$ cat src/rtl/encoder_frame_pkg.sv
// Shared definitions for the absolute-encoder frame emulator: frame geometry,
// serialiser states, the holding-register word and the frame builder.
package encoder_frame_pkg;
  localparam int FRAME_W = 24;
  localparam int POS_W   = 19;
  localparam int POS_LSB = 3;

  typedef enum logic [1:0] {IDLE, START, DATA, GAP} state_e;

  typedef struct packed {
    logic             err;
    logic             warn;
    logic [POS_W-1:0] pos;
  } load_word_t;

  // Even parity in bit 0, so that the XOR of all 24 bits is zero.
  function automatic logic [FRAME_W-1:0] build_frame(input logic [POS_W-1:0] pos,
                                                     input logic err, input logic warn);
    logic [FRAME_W-1:0] f;
    f = '0;
    f[FRAME_W-1]          = err;
    f[FRAME_W-2]          = warn;
    f[POS_LSB +: POS_W]   = pos;
    f[0]                  = ^f[FRAME_W-1:1];
    return f;
  endfunction
endpackage

$ cat src/rtl/encoder_sck_gen.sv
// Free-running serial clock: toggles sck every CLK_DIV clk and flags the clk
// in which sck is registered from 1 to 0.
module encoder_sck_gen #(
  parameter int CLK_DIV = 4
) (
  input  logic clk_i,
  input  logic rst_i,
  output logic sck_o,
  output logic fall_evt_o
);
  localparam int DW = (CLK_DIV > 1) ? $clog2(CLK_DIV) : 1;

  logic [DW-1:0] div_q, div_d;
  logic          sck_q, sck_d;
  logic          tc;

  assign tc = (div_q == DW'(CLK_DIV - 1));

  always_comb begin
    div_d = tc ? '0 : div_q + 1'b1;
    sck_d = tc ? ~sck_q : sck_q;
  end

  always_ff @(posedge clk_i) begin
    if (rst_i) begin
      div_q <= '0;
      sck_q <= 1'b1;
    end else begin
      div_q <= div_d;
      sck_q <= sck_d;
    end
  end

  assign sck_o      = sck_q;
  assign fall_evt_o = tc & sck_q;
endmodule

$ cat src/rtl/encoder_frame_tx.sv
// Absolute-encoder emulator: one-deep load buffer feeding a start-bit + 24-bit
// MSB-first serialiser; miso only moves on sck falling edges.
module encoder_frame_tx #(
  parameter int CLK_DIV  = 4,
  parameter int GAP_BITS = 4
) (
  input  logic        clk_i,
  input  logic        rst_i,
  input  logic        load_valid_i,
  output logic        load_ready_o,
  input  logic [18:0] load_pos_i,
  input  logic        load_err_i,
  input  logic        load_warn_i,
  output logic        sck_o,
  output logic        miso_o,
  output logic        busy_o,
  output logic        frame_done_o
);
  import encoder_frame_pkg::*;

  localparam int GW = (GAP_BITS > 1) ? $clog2(GAP_BITS) : 1;

  state_e             state_q, state_d;
  logic [FRAME_W-1:0] shift_q, shift_d;
  logic [4:0]         bitcnt_q, bitcnt_d;
  logic [GW-1:0]      gapcnt_q, gapcnt_d;
  load_word_t         hold_q, hold_d;
  logic               hold_vld_q, hold_vld_d;
  logic               miso_q, miso_d;
  logic               fd_q, fd_d;
  logic               fall_evt;

  encoder_sck_gen #(.CLK_DIV(CLK_DIV)) u_sck (
    .clk_i      (clk_i),
    .rst_i      (rst_i),
    .sck_o      (sck_o),
    .fall_evt_o (fall_evt)
  );

  always_comb begin
    state_d    = state_q;
    shift_d    = shift_q;
    bitcnt_d   = bitcnt_q;
    gapcnt_d   = gapcnt_q;
    hold_d     = hold_q;
    hold_vld_d = hold_vld_q;
    miso_d     = miso_q;
    fd_d       = 1'b0;

    if (load_valid_i && !hold_vld_q) begin
      hold_d     = '{err: load_err_i, warn: load_warn_i, pos: load_pos_i};
      hold_vld_d = 1'b1;
    end

    // Launch needs a full holding register and load needs an empty one, so they never collide.
    if (fall_evt) begin
      unique case (state_q)
        IDLE: if (hold_vld_q) begin
          shift_d    = build_frame(hold_q.pos, hold_q.err, hold_q.warn);
          hold_vld_d = 1'b0;
          miso_d     = 1'b0;
          state_d    = START;
        end
        START: begin
          miso_d   = shift_q[FRAME_W-1];
          bitcnt_d = 5'(FRAME_W - 1);
          state_d  = DATA;
        end
        DATA: begin
          if (bitcnt_q == '0) begin
            miso_d   = 1'b1;
            fd_d     = 1'b1;
            gapcnt_d = GW'(GAP_BITS - 1);
            state_d  = GAP;
          end else begin
            // The bit on the wire sits in the MSB; expose the next one and shift.
            miso_d   = shift_q[FRAME_W-2];
            shift_d  = {shift_q[FRAME_W-2:0], 1'b0};
            bitcnt_d = bitcnt_q - 1'b1;
          end
        end
        GAP: begin
          miso_d = 1'b1;
          if (gapcnt_q == '0) state_d = IDLE;
          else                gapcnt_d = gapcnt_q - 1'b1;
        end
        default: state_d = IDLE;
      endcase
    end
  end

  always_ff @(posedge clk_i) begin
    if (rst_i) begin
      state_q    <= IDLE;
      shift_q    <= '0;
      bitcnt_q   <= '0;
      gapcnt_q   <= '0;
      hold_q     <= '0;
      hold_vld_q <= 1'b0;
      miso_q     <= 1'b1;
      fd_q       <= 1'b0;
    end else begin
      state_q    <= state_d;
      shift_q    <= shift_d;
      bitcnt_q   <= bitcnt_d;
      gapcnt_q   <= gapcnt_d;
      hold_q     <= hold_d;
      hold_vld_q <= hold_vld_d;
      miso_q     <= miso_d;
      fd_q       <= fd_d;
    end
  end

  assign load_ready_o = ~hold_vld_q;
  assign miso_o       = miso_q;
  assign busy_o       = (state_q != IDLE);
  assign frame_done_o = fd_q;
endmodule
$ cat config.mk
export PLATFORM = sky130hd
export DESIGN_NAME = encoder_frame_tx
export DESIGN_NICKNAME = d
export VERILOG_FILES = /design/src/rtl/encoder_frame_pkg.sv /design/src/rtl/encoder_sck_gen.sv /design/src/rtl/encoder_frame_tx.sv
export SDC_FILE = /design/constraint.sdc
export NUM_CORES = 1
export LEC_CHECK = 0
export BUFFER_PORTS_ARGS = -buffer_cell sky130_fd_sc_hd__buf_4
export CORE_UTILIZATION = 55
export DETAILED_ROUTE_END_ITERATION = 10
export GPL_ROUTABILITY_DRIVEN = 0
export PLACE_DENSITY = 0.82
export SYNTH_ARGS = -nofsm -noshare
export SYNTH_HDL_FRONTEND = slang
export SYNTH_HIERARCHICAL = 1
export SYNTH_SLANG_ARGS = --single-unit
export TNS_END_PERCENT = 50
$ cat constraint.sdc
create_clock -name clk_i -period 2.2 [get_ports clk_i]
set_input_delay 0.44 -clock clk_i [delete_from_list [all_inputs] [get_ports clk_i]]
set_output_delay 0.44 -clock clk_i [all_outputs]
set_load 0.02 [all_outputs]
Word-level counts from Yosys, hierarchy flattened. Index checks and enable logic that the tools add are counted. W data, S select, Z words.

Word-level logic and storage cells: 65. Bits in latches: 0. Memories: 0. Bits in writable memories: 0. ROM bits: 0. Register bits: 60.

Magnitude comparators: 0. Equality and inequality tests: 9. $add $sub $neg: 3. Multiply operators: 0. Multiplexer cells: 19. Reductions and logical operators: 17. Divide/modulo/power cells: 0. Shifts and indexed selects: 0. Bitwise operators: 5.

Operators by type and width (count): $mux W24 (2); $pmux W24 S2 (1); $reduce_xor A23 Y1 (1); $reduce_and A4 Y1 (3); $ne A2 B2 Y1 const B (5); $pmux W5 S2 (1); $mux W2 (4); $pmux W2 S4 (1); $reduce_bool A2 Y1 (4); $mux W1 (7); $eq A2 B2 Y1 const B (3); $logic_not A5 Y1 (1); $mux W5 (1); $sub A5 B1 Y5 const B (1); $logic_not A2 Y1 (2); $not A1 Y1 (4); $pmux W1 S4 (1); $pmux W2 S2 (1); $reduce_and A3 Y1 (1); $reduce_or A3 Y1 (1); $add A2 B1 Y2 const B (1); $eq A2 B1 Y1 const B (1); $reduce_and A2 Y1 (1); $reduce_or A2 Y1 (1); other kinds (4) (4).

Depth between registers and ports, before layout. Gate-level depths: netlist of run 1.

Word-level depth: 6. Mapped depth: 9. Depth with buffers taken out: 7.

Modules after synthesis. Netlist of run 1, hierarchy kept.

Modules (own cells, without submodules): encoder_frame_tx (times used 1, area each 2653.8 µm², cells an instance 308, sequential area each 1141.1 µm²); encoder_sck_gen (times used 1, area each 108.9 µm², cells an instance 9, sequential area each 60.1 µm²).

Worst setup path before layout of run 1. OpenSTA, ideal clock, no wires.

Kind: register to register. Start: register u_sck.div_q[0]. End: register shift_q[15]. Arrival: 1832 ps. Stages on the path, launching flop included: 9. Path slack: 283 ps. Buffers on the path: 2. Period minus slack after synthesis: 1917 ps. Cells stage by stage: dfxtp_1 ha_1 and2_4 a21boi_0 o211a_1 buf_2 buf_2 nor2_1 a211oi_1.

Word-level cells in the longest chain between the ends: 3.

Ends and longest elaborated chain: start: declaration (line encoder_sck_gen.sv:13) `logic [DW-1:0] div_q, div_d;`; start signal: assignment (line encoder_sck_gen.sv:29) `div_q <= div_d;`; $eq A2 B2 Y1 (line encoder_sck_gen.sv:17) `assign tc = (div_q == DW'(CLK_DIV - 1));`; $and A1 B1 Y1 (line encoder_sck_gen.sv:35) `assign fall_evt_o = tc & sck_q;`; via fall_evt (line encoder_frame_tx.sv:31) `logic fall_evt;`; $reduce_and A4 Y1 (no line); end signal: assignment (line encoder_frame_tx.sv:104) `shift_q <= shift_d;`; end: declaration (line encoder_frame_tx.sv:24) `logic [FRAME_W-1:0] shift_q, shift_d;`.

The timed path passes the listed nets, and every way through them passes these cells. A chain may end at the register's enable or synchronous reset.

Worst setup path after layout of run 1.
Start: register bitcnt_q[0]. End: register gapcnt_q[0].

Word-level cells in the longest chain between the ends: 3.

Ends and longest elaborated chain: start: declaration (line encoder_frame_tx.sv:25) `logic [4:0] bitcnt_q, bitcnt_d;`; start signal: assignment (line encoder_frame_tx.sv:105) `bitcnt_q <= bitcnt_d;`; $logic_not A5 Y1 (line encoder_frame_tx.sv:70) `if (bitcnt_q == '0) begin`; $ne A2 B2 Y1 (no line); $reduce_and A4 Y1 (no line); end signal: assignment (line encoder_frame_tx.sv:106) `gapcnt_q <= gapcnt_d;`; end: declaration (line encoder_frame_tx.sv:26) `logic [GW-1:0] gapcnt_q, gapcnt_d;`.

No other way between the ends.

==> summary.md, run 1 <==
The slew of the pin with the lowest slew margin was 0.4960 ns. After routing, the total negative slack on setup checks comes to 0 ns. After floorplanning, the core was sized to cover 0.004786 sq mm.

By area the synthesized netlist is led by sky130_fd_sc_hd__dfxtp_1, sky130_fd_sc_hd__mux2i_1, sky130_fd_sc_hd__nand2_1, sky130_fd_sc_hd__a211oi_1, sky130_fd_sc_hd__a21oi_1. For the number of endpoints failing setup at the final stage, the log shows 0. The share of synthesized registers carrying an async set or reset is 0, and the total CTS buffers is 9. The tools report the wire length on met2 as 2.619 mm.

Buffers inserted to repair hold after CTS numbered 0. The share of the synthesized area in the top cell type works out to 0.4348. The signal on the critical path passes through inv_1 > ha_1 > or4b_4 > and2_4 > a211oi_4 > and3_2 > nor3_1.

In this design, the stage delay of the slowest critical-path cell is 0.51 ns. Final worst clock skew: 0.005358 ns. After synthesis, the netlist uses 38 different library cells. The parity-gate share of the synthesized area counting xor and xnor cells is 0.06522, and the clock network power share is 0.427.

The number of nets still failing antenna checks after routing is 0, and the post-route met1 wirelength is 2.586 mm. The DRC marker count from the first detailed-route iteration is 178. After synthesis, the largest family of logic cells by area is simple AND/OR/NAND/NOR gates. The first global-routing pass estimated 9.177 mm of wire. From synthesis to final layout, the design area changed by 17.48%.

The flow ran to the end, and the final reports show no timing, DRC or antenna violations. After synthesis the cells add up to 0.002763 sq mm. Clock slew at the register clock pins of the worst setup and hold paths: 0.07 ns. By count the netlist is led by sky130_fd_sc_hd__dfxtp_1, sky130_fd_sc_hd__nand2_1, sky130_fd_sc_hd__nor2_1. Data arrives at the worst endpoint at 2.22 ns. The share of synthesized cell area in and, or, nand and nor gates is 0.1739, and the final number of max-transition violations is 0. The share of cells above drive strength 1 was 0.1643; the area share of fa/ha/maj cells after synthesis was 0.03623.

The nature of the critical path endpoint is a flip-flop. The tools report the critical path launch point type as a flip-flop. The detailed router used layers up to and including met4. In this run, placement finished with an instance count of 398. The run gives 398 as the total of fill cells in the finished design. The internal portion of the total power is 1.958 mW. The detailed router placed 2192 vias in this run. 0 antenna diodes ended up in the layout.

On the critical path, the stage with the largest delay is an instance of sky130_fd_sc_hd__or4b_4. The fraction of power spent switching nets came out at 0.2393. From left edge to right edge, the die measures 72.88 um. Synthesis handed over a netlist of 317 instances.

The vertical die dimension is 72.88 um, and the row count is 25. The tools report the number of antenna violations at the first check in global routing as 0. Measured in cells, the most critical reg-to-reg path has a length of 7. Wire segments on met3 add up to 227 um in the final route. The mux share of post-synthesis cell area was 0.07609; the largest net degree at the start of global routing was 50. For this run, the detailed router's first-pass iteration total came to 4.

The starting density of the core is 0.5773, and the number of global-route vias before repair is 2025. Setup repair after global routing left no endpoint under its margin. TritonCTS built the clock tree. The part of the Yosys area used for sequential elements is 0.4348, and the final period utilization is 0.9096. The standby leakage power was 1.150 nW. Most repeated cell in the gate-level netlist after synthesis: sky130_fd_sc_hd__dfxtp_1. The tools report the total length of routed wires as 5.514 mm. Maximum frequency from static timing analysis: 499.7 MHz. STA puts the critical path data required time at 2.42 ns. Counting I/O delays and the setup requirement, the final critical path takes 2.001 ns. The clock passes through at most 2 buffers. After detailed routing, the average wire length per cell comes to 13.32 um. The count of boundary I/O pins came out at 29.

Summed over all layers, the global routing overflow is 0. The finished layout holds 414 standard cells, fillers aside. In this run the post-CTS setup repair buffer count came out at 0. The synthesized design contains 0 enable-type register cells. The number of warnings reported in the yosys synthesis log was 6; the worst-case headroom to the max-slew limit was 0.6693. The type of the worst setup path is flip-flop to flip-flop.

CTS saw 60 sinks. Synthesis produced a netlist with a net count of 349. Using the TritonRoute via totals, the vias-per-cell ratio works out to 5.295. The run gives 374 as the final layout net count. Library cell with the largest summed area after synthesis: sky130_fd_sc_hd__dfxtp_1.

The port buffer count is 28, and the mean instance size in the synthesized netlist is 8.715 sq um. In the routed design, unresolved DRC markers number 0. Synthesis inferred 60 register bits. The most used flip-flop cell after synthesis is sky130_fd_sc_hd__dfxtp_1. The fraction of the mapped netlist area in compound gates came out at 0.1694. The run gives 0 as the number of max-capacitance violations reported.

The total global routing track utilization is 0.2280. Counting instances, the worst hold path has a depth of 3. Summed over all nets, the half-perimeter wirelength after detailed placement is 3.627 mm.

The logs give 3 for the CTS H-tree depth and 0 for the final number of hold-violating endpoints. In this run the power density over the cells is 792.9 mW/mm^2. For this design the total switching power over the nets is 0.6158 mW.

Worst hold path class: input pin to flip-flop. Root buffer cell: sky130_fd_sc_hd__clkbuf_8. The logs give 0.119 for the combinational share of power and 0 for the post-cts resize count. Along the worst path, the maximum fanout reaches 8. Across the VDD grid, the largest voltage drop is 0.5727 mV. The logs give 0.454 for the sequential fraction of design power and 0.005311 sq mm for the full die area.

The tools report the clock latency at the later pin of the worst-skew pair as 0.34 ns.
## final cells by class
class | count | area [sq um] | area share
multi-input cells | 228 | 1439 | 0.4433
flip-flops and latches | 60 | 1201 | 0.3701
repair buffers | 35 | 275.3 | 0.08481
clock buffers | 11 | 141.4 | 0.04356
well taps | 67 | 83.83 | 0.02583
clock inverters | 5 | 75.07 | 0.02313
inverters | 8 | 30.03 | 0.009252
## critical path: cells and delay by family (launching register included)
kind                     cells  cell delay [ns]
flip-flops                   1             0.34
buffers and inverters        1             0.07
AO/OA/AOI/OAI                1             0.25
AND/OR/NAND/NOR              4             0.99
adder cells (fa/ha/maj)      1             0.22
## sequential cells by signal, indices dropped and copies added, names as in the netlist
signal        flops
u_sck/sck_o       1
bitcnt_q          5
gapcnt_q          2
u_sck/div_q       2
hold_vld_q        1
miso_o            1
state_q           2
frame_done_o      1
hold_q           21
shift_q          24
## power by group through the flow
stage          clock network [mW]  logic [mW]  registers (mW)
6_report                     1.10       0.306            1.17
5_1_grt                      1.15       0.336            1.17
4_1_cts                      1.11       0.309            1.17
3_5_place_dp                    0       0.304            1.19
3_3_place_gp                    0       0.299            1.19
2_1_floorplan                   0       0.226            1.19
## path summary, 6_finish.rpt
| check | start | end | slack (ns) |
|---|---|---|---|
| hold reg to reg | u_sck/div_q[0] | u_sck/div_q[0] | 0.42 |
| hold / removal | load_pos_i[0] | hold_q[0] | 0.34 |
| setup / recovery | bitcnt_q[0] | gapcnt_q[0] | 0.20 |
| setup reg to reg | bitcnt_q[0] | gapcnt_q[0] | 0.20 |
## per-stage QoR
stage / total power [mW] / worst slack [ns] / hold WS [ns] / instance area (sq um) / util
3_3_place_gp: 1.489 / 0.2973 / 0.4069 / 3029 / 0.6329
6_report: 2.573 / 0.1988 / 0.3384 / 3246 / 0.6782
3_5_place_dp: 1.496 / 0.2259 / 0.4188 / 3029 / 0.6329
2_1_floorplan: 1.411 / 0.2829 / 0.3964 / 2763 / -
5_1_grt: 2.664 / 0.07706 / 0.3386 / 3246 / 0.6782
4_1_cts: 2.583 / 0.2135 / 0.3351 / 3246 / 0.6782
## cell usage in the layout, fill, tap and decap left out, types with 3 or more instances in the layout
cell type / count
sky130_fd_sc_hd__a21oi_1: 31
sky130_fd_sc_hd__nand2_1: 52
sky130_fd_sc_hd__nor3_1: 5
sky130_fd_sc_hd__clkbuf_8: 10
sky130_fd_sc_hd__xnor2_1: 16
sky130_fd_sc_hd__inv_1: 8
sky130_fd_sc_hd__o21ai_0: 6
sky130_fd_sc_hd__ha_1: 8
sky130_fd_sc_hd__dfxtp_1: 60
sky130_fd_sc_hd__buf_4: 34
sky130_fd_sc_hd__nor2_1: 32
sky130_fd_sc_hd__nand3_1: 4
sky130_fd_sc_hd__clkinv_2: 3
sky130_fd_sc_hd__mux2i_1: 21
sky130_fd_sc_hd__a211oi_1: 22
sky130_fd_sc_hd__nand2b_1: 5
sky130_fd_sc_hd__a311oi_1: 3
## cells by family after synthesis
kind of cell	after synthesis
compound gates	71
simple gates	109
mux	21
xor+xnor	19
flops	60
buf+inv	29
fa+ha+maj	8
## per-layer routing
metal | vias up | global-route usage
met2 | 53 | 0.3531
met5 | - | 0
met4 | 0 | 0.09150
met3 | 7 | 0.07597
li1 | 1136 | -
met1 | 996 | 0.2930
Note: power is estimated with default switching activity, not from simulation.
==> run 2, diff against run 1 <==
PLACE_DENSITY = 0.72   (was 0.82)
==> summary.md, run 2 (same netlist as run 1, synthesis figures left out) <==
The flow ran to the end, and the final reports show no timing, DRC or antenna violations. After clock tree synthesis, the setup repair step added 0 buffers. Derived from the worst setup path, the maximum achievable clock frequency is 503.3 MHz. For the worst flop-to-flop path, the logic depth is 7. Counting the fill cells in the layout gives 442.

Total power per unit cell area: 740.4 mW/mm^2. The area of combinational cells with multiple inputs is 0.001439 sq mm. Entering global routing, the biggest net connects 51 pins. The quantity of hold-fixing buffers added after cts was 0. TritonCTS built the clock tree. The wire-length estimate of the detail-placed layout is 3.520 mm.

For the number of endpoints failing setup at the final stage, the log shows 0. The largest registers in the layout are shift_q: 24 flops, hold_q: 21 flops, bitcnt_q: 5 flops. The worst hold margin was 0.3545 ns; the number of max-capacitance violations reported was 0. The area occupied by registers was 0.001201 sq mm; the flip-flop count of the largest register after layout was 24.

The most congested layer reported by global routing is met2. The highest net fanout along the worst path was 8; the final worst clock skew was 0.004574 ns. After detailed routing, the number of remaining DRC violations is 0. The count of nets left with antenna violations once routing finished came out at 0. The worst hold path depth came out at 3.

The tools report the total global routing track utilization as 0.2302. The number of antenna violations at the first check in global routing is 0, and the total grt overflow is 0. In this run the count of I/O pins placed on the die edge is 29.

The vertical die dimension is 72.88 um. The finished cells cover 0.003211 sq mm. Ranked by flip-flop count, first place goes to shift_q.

The startpoint identified for the worst register-to-register timing path is bitcnt_q[0]. The final number of max-transition violations was 0; the placement-stage cell area was 0.003029 sq mm. In this run the static leakage power is 1.130 nW. After layout, the minimum clock period comes to 1.987 ns.

The total length of routed wires came out at 5.371 mm. For the worst setup path, the data required time is 2.39 ns. The tools report the row count as 25. The root buffer cell was sky130_fd_sc_hd__clkbuf_8. The full die area was 0.005311 sq mm; the area growth from synthesis to layout was 16.21%. The final period utilization is 0.9030, and the total vias in the final route is 2186.

Setup repair after global routing left no endpoint under its margin. The library cells used most frequently in the layout, excluding fill and tap cells, are sky130_fd_sc_hd__dfxtp_1, sky130_fd_sc_hd__nand2_1, sky130_fd_sc_hd__buf_4. Clock latency on the worst-skew pair, taken at its later pin, is 0.33 ns. In this run the tool buffered the top-level ports with 28 buffer cells.

The tools report the global-route track usage on met1 as 0.2936. The worst setup path is launched from a flip-flop. Using the TritonRoute via totals, the vias-per-cell ratio works out to 5.280. Detailed-routing iteration count for the pre-antenna-repair pass: 4. The reg-to-reg critical path endpoint is gapcnt_q[0].

For the pin with the worst max-slew slack, the measured transition is 0.5165 ns. The run gives 0.21 ns as the setup slack of the most critical reg-to-reg path. The final number of hold-violating endpoints came out at 0. The critical path is of the flip-flop to flip-flop type.

The tools report the global-route track usage on met2 as 0.3666. After routing, the total negative slack on setup checks comes to 0 ns. The worst-case headroom to the max-slew limit was 0.6556; the share of cells above drive strength 1 was 0.1585.

The path class of the tightest hold or removal check is input pin to flip-flop. The clock drives 60 sinks. After floorplanning, the core was sized to cover 0.004786 sq mm. The count of antenna diodes in the layout is 0. For the starting density of the core, the log shows 0.5773.

Dividing the detail-routed wire length by the instance count gives 12.97 um. The capturing element of the worst setup path is gapcnt_q[0]. The clock passes through at most 2 buffers.

The first global-routing pass estimated 9.239 mm of wire. Most common library cell in the layout ignoring fill and taps: sky130_fd_sc_hd__dfxtp_1. For the DRC marker count from the first detailed-route iteration, the log shows 87. For the final layout net count, the log shows 374.

The global routing usage on met3 was 0.06768; the total CTS buffers was 9. For the number of global-route vias before repair, the log shows 2021. The width of the die works out to 72.88 um.

The H-tree was split into 3 levels. The first element of the critical path was bitcnt_q[0]. The nature of the critical path endpoint was a flip-flop. The maximum ir drop on the vdd rail is 0.6037 mV. At the worst endpoint, the arrival time is 2.18 ns. After clock tree synthesis, the clock-pin slew on the worst setup and hold paths is 0.06 ns.

The number of gates resized after CTS was 0.
[run 2: per-layer routing]
layer | share of wire | wire length, um
met5 | 0 | 0
met4 | 0.012 | 66
met2 | 0.47 | 2534
met1 | 0.47 | 2535
met3 | 0.044 | 235
[run 2: through the flow]
step,worst slack [ns],utilization,power (mW),cells
global route,0.04313,0.6709,2.495,414
global placement,0.2916,0.6329,1.493,398
finish,0.2133,0.6709,2.377,414
floorplan,0.2829,-,1.411,317
CTS,0.2165,0.6709,2.396,414
detailed placement,0.2123,0.6329,1.500,398
[run 2: where the power goes]
group / leakage [nW] / internal, mW / switching [mW]
Combinational: 0.549 / 0.163 / 0.145
Sequential: 0.488 / 1.13 / 0.0359
Clock: 0.0937 / 0.501 / 0.400
Total: 1.13 / 1.80 / 0.581
[run 2: cell type report]
| class | instances | share of cell area |
|---|---|---|
| well taps | 67 | 0.02611 |
| flip-flops and latches | 60 | 0.3741 |
| clock inverters | 1 | 0.001559 |
| repair buffers | 35 | 0.08574 |
| multi-input cells | 228 | 0.4482 |
| inverters | 8 | 0.009353 |
| clock buffers | 15 | 0.05495 |
[run 2: worst min path at each step]
stage / from / endpoint / slack [ns]
floorplan: u_sck/div_q[0] / u_sck/div_q[0] / 0.40
detailed placement: u_sck/div_q[0] / u_sck/div_q[0] / 0.42
global route: load_pos_i[6] / hold_q[6] / 0.34
global placement: u_sck/div_q[0] / u_sck/div_q[0] / 0.41
CTS: load_pos_i[10] / hold_q[10] / 0.34
finish: load_pos_i[10] / hold_q[10] / 0.35
[run 2: worst max-delay path, stage by stage (launching register included)]
cell	delay (ns)
sky130_fd_sc_hd__dfxtp_1	0.33
sky130_fd_sc_hd__inv_1	0.06
sky130_fd_sc_hd__ha_1	0.22
sky130_fd_sc_hd__or4b_4	0.51
sky130_fd_sc_hd__and2_4	0.22
sky130_fd_sc_hd__a211oi_4	0.25
sky130_fd_sc_hd__and3_2	0.21
sky130_fd_sc_hd__nor3_1	0.05
==> run 3, diff against run 2 <==
--- a/config.mk
+++ b/config.mk
@@ -8,4 +8,5 @@
 export BUFFER_PORTS_ARGS = -buffer_cell sky130_fd_sc_hd__buf_4
 export CORE_UTILIZATION = 55
+export CTS_BUF_LIST = sky130_fd_sc_hd__clkbuf_4 sky130_fd_sc_hd__clkbuf_8 sky130_fd_sc_hd__clkbuf_16
 export DETAILED_ROUTE_END_ITERATION = 10
 export GPL_ROUTABILITY_DRIVEN = 0
==> constraint.sdc (replaced) <==
create_clock -name clk_i -period 2.2 [get_ports clk_i]
set_input_delay 0.33 -clock clk_i [delete_from_list [all_inputs] [get_ports clk_i]]
set_output_delay 0.33 -clock clk_i [all_outputs]
set_load 0.02 [all_outputs]
==> summary.md, run 3 (same netlist as run 1, synthesis figures left out) <==
For the final worst-path setup slack, the log shows 0.1942 ns. The total global routing track utilization is 0.2208, and the number of nets still failing antenna checks after routing is 0. With fillers left out, the area of the finished cells amounts to 0.003256 sq mm. The nature of the critical path endpoint was a flip-flop. The count of boundary I/O pins is 29, and the arrival time of data at the critical path endpoint is 2.20 ns. The number of clock buffers added by TritonCTS is 9.

In the layout the commonest cells are sky130_fd_sc_hd__dfxtp_1, sky130_fd_sc_hd__nand2_1, sky130_fd_sc_hd__buf_4. The tools report the worst-case headroom to the max-slew limit as 0.4973. Across the whole layout, storage elements account for 0.001201 sq mm. Once the clock tree was built, the setup fixing pass inserted 0 buffers. After floorplanning, the core was divided into 25 placement rows. The run gives 0 as the final number of max-transition violations. Via-per-instance ratio: 5.350. After the last flow step, the layout net total stands at 373. Clock tree synthesis selected as its root buffer the cell sky130_fd_sc_hd__clkbuf_8. The width of the die works out to 72.88 um. TritonCTS built the clock tree.

CTS saw 60 sinks. The clock slew at the register clock pins of the worst setup and hold paths works out to 0.07 ns. The tools report the number of remaining DRC errors as 0. The final period utilization is 0.9117.

The logs give 0 for the number of antenna violations at the first check in global routing and 0 for the final number of hold-violating endpoints. The total of fill cells in the finished design came out at 420. The logs give 0 for the number of endpoints failing setup at the final stage and 0.6803 for the final design utilization. The run gives 0.005311 sq mm as the full die area. The logs give 0.34 ns for the clock latency at the later pin of the worst-skew pair and 3 for the CTS H-tree depth.

The area growth from synthesis to layout was 17.84%. After clock tree synthesis, the repair step resized 0 gates. IR analysis of the VDD net gives a maximum drop of 0.5266 mV. The run gives 0.009470 ns as the final worst clock skew. The count of antenna diodes in the layout was 0; the highest net fanout along the worst path was 8. The logs give 0.5773 for the starting density of the core and 0.2077 ns for the worst slack after detailed placement. In this run, post-CTS hold repair placed 0 buffers.

After routing, the total negative slack on setup checks comes to 0 ns. STA puts the critical path data required time at 2.39 ns. The worst path in the final design needs a cycle of 2.006 ns, including I/O delays and setup.

Entering global routing, the biggest net connects 51 pins. The largest registers in the layout are shift_q: 24 flops, hold_q: 21 flops, bitcnt_q: 5 flops. The tool flagged a number of max-cap violations equal to 0. The flow ran to the end, and the final reports show no timing, DRC or antenna violations.

After the first detailed-routing iteration, the DRC count stood at 129. Summing all multi-input logic gate instances after layout gives 0.001439 sq mm. The placed instances occupy a cell area of 0.003022 sq mm. The core region is 0.004786 sq mm.

The library cell used most frequently in the layout, excluding fill and tap cells, is sky130_fd_sc_hd__dfxtp_1. The type of the worst setup path is flip-flop to flip-flop. At the pin with the least slew margin, the transition time is 0.7523 ns. The maximum frequency from static timing analysis is 498.6 MHz, and the average wire length per cell after detail routing is 12.89 um. shift_q holds more flip-flops than any other register.

The vertical die dimension was 72.88 um; the total grt overflow was 0. Total vias in the final route: 2204. The first global-routing pass estimated 8.914 mm of wire.

The longest clock path from root to sink contains 2 buffers. The share of cells above drive strength 1 is 0.1623. Setup repair after global routing left no endpoint under its margin. The run gives 1990 as the number of global-route vias before repair. The tools report the critical path launch point type as a flip-flop. The total power per unit cell area was 806.6 mW/mm^2.

Placed wire-length estimate after detailed placement: 3.503 mm. The detailed-routing iteration count for the pre-antenna-repair pass was 4; the standby leakage power was 1.151 nW. The flip-flop count of the largest register after layout is 24.

Input and output buffers added on the ports amount to 28. For this block, the routed nets add up to 5.311 mm of wire. In this run the worst hold path is classified as input pin to flip-flop.
==> run 3: report_power, final <==
group | internal [mW] | switching, mW | total [mW]
clock | 0.727 | 0.426 | 1.15
sequential | 1.13 | 0.0356 | 1.17
combinational | 0.161 | 0.145 | 0.306
total | 2.02 | 0.606 | 2.63
==> run 3: worst max-delay path, cell delays in order, from the launching register on <==
cell and delay [ns]:
sky130_fd_sc_hd__dfxtp_1 0.33, sky130_fd_sc_hd__inv_1 0.06, sky130_fd_sc_hd__ha_1 0.22, sky130_fd_sc_hd__or4b_4 0.52, sky130_fd_sc_hd__and2_4 0.22, sky130_fd_sc_hd__a211oi_4 0.26, sky130_fd_sc_hd__and3_2 0.22, sky130_fd_sc_hd__nor3_1 0.05
==> run 3: routing by layer <==
| metal | vias to the layer above | routed length (um) | GRT usage |
|---|---|---|---|
| met3 | 10 | 152 | 0.04558 |
| met5 | - | 0 | 0 |
| met2 | 38 | 2481 | 0.3645 |
| met4 | 0 | 93 | 0.09804 |
| li1 | 1140 | - | - |
| met1 | 1016 | 2583 | 0.2789 |
==> run 3: per-stage QoR <==
stage	hold WS [ns]	total power, mW	cells
floorplan	0.3964	1.411	317
global placement	0.4068	1.492	397
detailed placement	0.4122	1.499	397
CTS	0.2292	2.642	412
global route	0.2317	2.718	412
finish	0.2383	2.626	412
==> run 3: layout make-up <==
type / count / area share
sequential: 60 / 0.3689
multi-input combinational: 228 / 0.4420
tap: 67 / 0.02575
timing repair buffer: 34 / 0.08224
clock buffer: 12 / 0.05073
clock inverter: 3 / 0.02114
inverter: 8 / 0.009224
==> run 3: final timing paths <==
path	from	end	slack (ns)	cells past startpoint
max	bitcnt_q[0]	gapcnt_q[0]	0.19	7
min	load_pos_i[10]	hold_q[10]	0.24	3
max reg2reg	bitcnt_q[0]	gapcnt_q[0]	0.19	7
min reg2reg	u_sck/div_q[0]	u_sck/div_q[0]	0.42	1
